<file path="src/rtl/keypad_pkg.sv">
// Shared types and constants for the scanned 4x4 keypad input path.
package keypad_pkg;

  typedef enum logic [1:0] {SCAN, DEBOUNCE, HELD} kp_state_e;

  localparam int unsigned KEY_ROWS = 4;
  localparam int unsigned KEY_COLS = 4;
  localparam logic [KEY_ROWS-1:0] ROW_RESET = 4'b1110;

  // Index of the lowest low bit; returns 3 when only bit 3 (or none) is low.
  function automatic logic [1:0] low_index(input logic [3:0] v);
    if (!v[0]) return 2'd0;
    else if (!v[1]) return 2'd1;
    else if (!v[2]) return 2'd2;
    else return 2'd3;
  endfunction

endpackage

</file>
<file path="src/rtl/scan_tick.sv">
// Dwell counter: tick is high for one clock every SCAN_DELAY+1 clocks.
module scan_tick #(
  parameter int unsigned SCAN_DELAY = 100_000
) (
  input  logic clk_100M,
  input  logic rst,
  output logic tick
);

  localparam logic [16:0] LAST = 17'(SCAN_DELAY);

  logic [16:0] scan_cnt;

  assign tick = (scan_cnt == LAST);

  always_ff @(posedge clk_100M or posedge rst) begin
    if (rst) begin
      scan_cnt <= '0;
    end else if (tick) begin
      scan_cnt <= '0;
    end else begin
      scan_cnt <= scan_cnt + 17'd1;
    end
  end

endmodule

</file>
<file path="src/rtl/keypad_scan_in.sv">
// 4x4 keypad scanner with debounce; define KEYPAD_REPEAT_EN for auto-repeat while held.
module keypad_scan_in
  import keypad_pkg::*;
#(
  parameter int unsigned SCAN_DELAY     = 100_000,
  parameter int unsigned DEBOUNCE_SCANS = 4,
  parameter int unsigned REPEAT_SCANS   = 200
) (
  input  logic                clk_100M,
  input  logic                rst,
  input  logic [KEY_COLS-1:0] kb_col,
  output logic [KEY_ROWS-1:0] kb_row,
  output logic [3:0]          key_code,
  output logic                key_valid,
  output logic                key_down
);

  localparam int unsigned CW = (DEBOUNCE_SCANS < 2) ? 1 : $clog2(DEBOUNCE_SCANS + 1);
  localparam logic [CW-1:0] DB_LAST = CW'(DEBOUNCE_SCANS);

  logic                tick;
  logic [KEY_COLS-1:0] col_s1, col_s2;
  logic                col_hit;
  logic [1:0]          col_sel;
  logic [1:0]          lat_col;
  logic [CW-1:0]       cnt, rcnt;
  kp_state_e           state;

  scan_tick #(
    .SCAN_DELAY(SCAN_DELAY)
  ) u_scan_tick (
    .clk_100M(clk_100M),
    .rst     (rst),
    .tick    (tick)
  );

  assign col_hit = ~&col_s2;
  assign col_sel = low_index(col_s2);

  always_ff @(posedge clk_100M or posedge rst) begin
    if (rst) begin
      col_s1 <= 4'hF;
      col_s2 <= 4'hF;
    end else begin
      col_s1 <= kb_col;
      col_s2 <= col_s1;
    end
  end

`ifdef KEYPAD_REPEAT_EN
  localparam int unsigned RW = (REPEAT_SCANS < 2) ? 1 : $clog2(REPEAT_SCANS + 1);
  localparam logic [RW-1:0] RP_LAST = RW'(REPEAT_SCANS);
  logic [RW-1:0] rpt;
`else
  // Auto-repeat is compiled out; the parameter only sizes it when enabled.
  if (REPEAT_SCANS == 0) begin : g_repeat_unused
  end
`endif

  always_ff @(posedge clk_100M or posedge rst) begin
    if (rst) begin
      state     <= SCAN;
      kb_row    <= ROW_RESET;
      lat_col   <= '0;
      cnt       <= '0;
      rcnt      <= '0;
      key_code  <= '0;
      key_valid <= 1'b0;
      key_down  <= 1'b0;
`ifdef KEYPAD_REPEAT_EN
      rpt       <= '0;
`endif
    end else begin
      key_valid <= 1'b0;
      if (tick) begin
        unique case (state)
          SCAN: begin
            if (col_hit) begin
              lat_col <= col_sel;
              cnt     <= CW'(1);
              // A single-sample debounce accepts on the first hit.
              if (DB_LAST <= CW'(1)) begin
                key_code  <= {low_index(kb_row), col_sel};
                key_valid <= 1'b1;
                key_down  <= 1'b1;
                rcnt      <= '0;
                state     <= HELD;
`ifdef KEYPAD_REPEAT_EN
                rpt       <= '0;
`endif
              end else begin
                state <= DEBOUNCE;
              end
            end else begin
              kb_row <= {kb_row[KEY_ROWS-2:0], kb_row[KEY_ROWS-1]};
            end
          end
          DEBOUNCE: begin
            if (col_hit && col_sel == lat_col) begin
              if (cnt + CW'(1) == DB_LAST) begin
                key_code  <= {low_index(kb_row), lat_col};
                key_valid <= 1'b1;
                key_down  <= 1'b1;
                rcnt      <= '0;
                state     <= HELD;
`ifdef KEYPAD_REPEAT_EN
                rpt       <= '0;
`endif
              end
              cnt <= cnt + CW'(1);
            end else begin
              state  <= SCAN;
              kb_row <= {kb_row[KEY_ROWS-2:0], kb_row[KEY_ROWS-1]};
            end
          end
          HELD: begin
            if (col_hit) begin
              rcnt <= '0;
`ifdef KEYPAD_REPEAT_EN
              if (rpt + RW'(1) == RP_LAST) begin
                key_valid <= 1'b1;
                rpt       <= '0;
              end else begin
                rpt <= rpt + RW'(1);
              end
`endif
            end else if (rcnt + CW'(1) == DB_LAST) begin
              rcnt     <= '0;
              key_down <= 1'b0;
              state    <= SCAN;
              kb_row   <= {kb_row[KEY_ROWS-2:0], kb_row[KEY_ROWS-1]};
            end else begin
              rcnt <= rcnt + CW'(1);
            end
          end
          default: state <= SCAN;
        endcase
      end
    end
  end

endmodule

</file>
<file path="config.mk">
export PLATFORM = sky130hd
export DESIGN_NAME = keypad_scan_in
export DESIGN_NICKNAME = d
export VERILOG_FILES = /design/src/rtl/keypad_pkg.sv /design/src/rtl/scan_tick.sv /design/src/rtl/keypad_scan_in.sv
export SDC_FILE = /design/constraint.sdc
export NUM_CORES = 1
export LEC_CHECK = 0
export CORE_ASPECT_RATIO = 2
export CORE_UTILIZATION = 50
export DETAILED_ROUTE_END_ITERATION = 8
export PLACE_DENSITY = 0.74
export SYNTH_ARGS = -nofsm -noshare
export SYNTH_HDL_FRONTEND = slang
export SYNTH_HIERARCHICAL = 1
export SYNTH_SLANG_ARGS = --single-unit
</file>
<file path="constraint.sdc">
create_clock -name clk_100M -period 2.4 [get_ports clk_100M]
set_input_delay 0.48 -clock clk_100M [delete_from_list [all_inputs] [get_ports clk_100M]]
set_output_delay 0.48 -clock clk_100M [all_outputs]
set_load 0.005 [all_outputs]
</file>
==> results.yml, run 1 <==
run_status:
  status: "completed"
drt:
  routed_wl_microns: 3986
  antenna_left: 0
  vias: 1477
  wl_per_cell_microns: 15.04
  drt-pass1-iter-count: 5
  post-route-drc-count: 0
  dr.first_iter.drc_count: 34
  viasPerCell: 5.574
global_route:
  grt_use_total_pct: 20.64
  grt_pass1_vias: 1545
  grt_start_max_net_pins: 29
  antenna_found_initial: 0
  grt_pass1_wl_microns: 6596
  overflow: 0
worst_setup_path:
  critPathMaxStageDelay_ps: 420
  cpMostUsedCell: "inv_1"
  required_ps: 2590
  cp_top_family: "simple AND/OR/NAND/NOR gates"
  crit_buf_inv: 3
  cp_cell_sequence: "inv_1, ha_1, nor4bb_1, and4_2, inv_1, nor2_1, a31oi_1, nor3_2, buf_4, mux2_2"
  worst-setup-path-type: "flop to flop"
  crit_fanout: 5
  end_kind: "flop"
  cp_slowest_cell: "dfrtp_1"
  startpoint_type: "flop"
  critical_path_arrival_ps: 2510
yosys:
  ys_types: 48
  synth-warning-count: 6
  ys_async_sr_fraction_pct: 100.0
  synth_top_area_share_pct: 40.33
  synth_cells: 188
  syn_area_per_cell_sq_um: 11.22
  syn_nets: 200
  synth_seq_area_share_pct: 54.03
  post-synth-top-count-cell: "dfrtp_1"
  ys_seq_elements: 45
  synth_area_leaders: "dfrtp_1 (40%), dfstp_2 (14%), ha_1 (3.6%)"
  yosysTopAreaCell: "dfrtp_1"
  synth_edf_count: 0
  netlist_area_sq_mm: 0.002110
  synthTopCellsByCount: "dfrtp_1 (34), nand2_1 (19), inv_1 (13), nor2_1 (13), dfstp_2 (11)"
  synth_ff_type: "dfrtp_1"
die:
  rows: 33
  ios: 16
  coreArea_sq_mm: 0.004088
  initial_utilization_pct: 51.61
  die_x_microns: 47.93
  die_h_microns: 93.86
  die-area_sq_mm: 0.004499
layout:
  multi_input_area_sq_um: 902.1
  syn_to_final_growth_pct: 16.37
  fill_cells: 329
  diodes: 0
  final_nets: 224
  regArea_sq_mm: 0.001140
  drive_above_1_share_pct: 17.37
clock_network:
  cts_htree_levels: 2
  clk_pin_slew_ps: 90
  cts_root_buf: "clkbuf_8"
  cts_buffers: 5
  clockBufferDepth: 2
  clk_latency_ps: 300
  cts_sinks: 45
  cts_tree: "yes"
  cts_hold_buf: 0
placed_design:
  dp_worst_setup_slack_ps: 116.2
  dp_hpwl_microns: 3016
  io_buffers: 15
  place.gp.congestion: 0.8729
sta:
  setup_slack_ps: 77.53
  fin_crit_sh_pct: 96.77
  worst_pin_slew_ps: 635.6
  period_needed_ps: 2322
  relSlewSlack_pct: 57.58
  skew_ps: 13.86
  hold_viol_final: 0
  max_freq_mhz: 430.6
  setup_viol_count_final: 0
  final_max_slew_viol_count: 0
hold_path:
  hp-class: "flop to flop"
power_and_ir_drop:
  p_leak_nw: 1.100
  power_density_mw_per_mm2: 558.6
  vdd_drop_max_mv: 0.4736
  p_total_mw: 1.371
flow_run:
  drv_cap: 0
stage by stage:
stage                     area [sq um]  cells  hold slack [ps]  setup TNS, ps  utilization, %
final                             2455    265            361.6              0           60.06
after global routing              2455    265            364.9         -56.24           60.06
after CTS                         2439    263            363.6              0           59.66
after detailed placement          2327    255            348.1              0           56.93
after global placement            2327    255            346.3              0           56.93
after floorplan                   2110    188            345.2              0               -
placed cells by master (no fill, tap or decap), types with 3 or more instances in the layout:
cell type and count:
a21oi_1 7, buf_4 5, clkbuf_8 5, clkdlybuf4s50_1 15, dfrtp_1 34, dfstp_2 11
ha_1 6, inv_1 13, mux2_2 5, mux2i_1 5, nand2_1 19, nand4_1 6
nor2_1 13, nor4bb_1 3, o21ai_0 8, or3_1 3, xnor2_1 6, xor2_1 7
worst reg2reg max path: stages, from the launching register on:
cell and delay [ps]:
dfrtp_1 420, inv_1 70, ha_1 130, nor4bb_1 260
and4_2 320, inv_1 90, nor2_1 150, a31oi_1 80
nor3_2 200, buf_4 160, mux2_2 340
metal layers:
metal  wire, microns  GRT usage (%)
met5               0              0
met4             201          14.58
met3             105          3.654
met2            2196          33.90
met1            1483          21.93
worst paths after layout:
path / endpoint / slack (ps) / from / cells past startpoint
setup / recovery: kb_row[0]$_DFFE_PP0P_ / 80 / u_scan_tick/scan_cnt[0]$_DFF_PP0_ / 10
hold / removal: col_s2[1]$_DFF_PP1_ / 360 / col_s1[1]$_DFF_PP1_ / 0
setup reg to reg: kb_row[0]$_DFFE_PP0P_ / 80 / u_scan_tick/scan_cnt[0]$_DFF_PP0_ / 10
hold reg to reg: col_s2[1]$_DFF_PP1_ / 360 / col_s1[1]$_DFF_PP1_ / 0
max in group asynchronous: u_scan_tick/scan_cnt[13]$_DFF_PP0_ / 1390 / rst / 2
min in group asynchronous: lat_col[1]$_DFFE_PP0P_ / 570 / rst / 3
cells by family after synthesis:
family / synth area share [%]
compound gates: 9.016
xor+xnor: 5.397
fa+ha+maj: 3.559
buf+inv: 3.262
flops: 54.03
mux: 6.465
simple gates: 18.27
final cells by class:
class / count / share of cell area (%)
inverter: 13 / 1.988
multi-input combinational: 127 / 36.75
clock buffer: 6 / 2.956
sequential: 45 / 46.43
clock inverter: 2 / 1.580
tap: 52 / 2.650
timing repair buffer: 20 / 7.645
flip-flops by register name, summed over array words and instances, names as in the netlist, 2 cells and up:
name / flops
cnt: 3
col_s2: 4
state: 2
rcnt: 3
lat_col: 2
u_scan_tick/scan_cnt: 17
kb_row: 4
key_code: 4
col_s1: 4
repair_timing:
item / CTS / global route
setup buffers: 0 / 2
gates resized for setup: 0 / 1
endpoints found under the setup margin: 0 / 3
power by group:
part / internal (mW) / leakage, nW / total (mW) / switching (mW)
registers: 0.770 / 0.576 / 0.775 / 0.00498
clock network: 0.313 / 0.0554 / 0.566 / 0.254
logic: 0.0108 / 0.469 / 0.0298 / 0.0190
(Power assumes the default switching activity.)
==> inputs of run 2 (changes only) <==
CTS_CLUSTER_SIZE = 14   (was unset)
==> results of run 2 <==
Same layout as run 1: the final DEF is identical, and so are final timing and power.
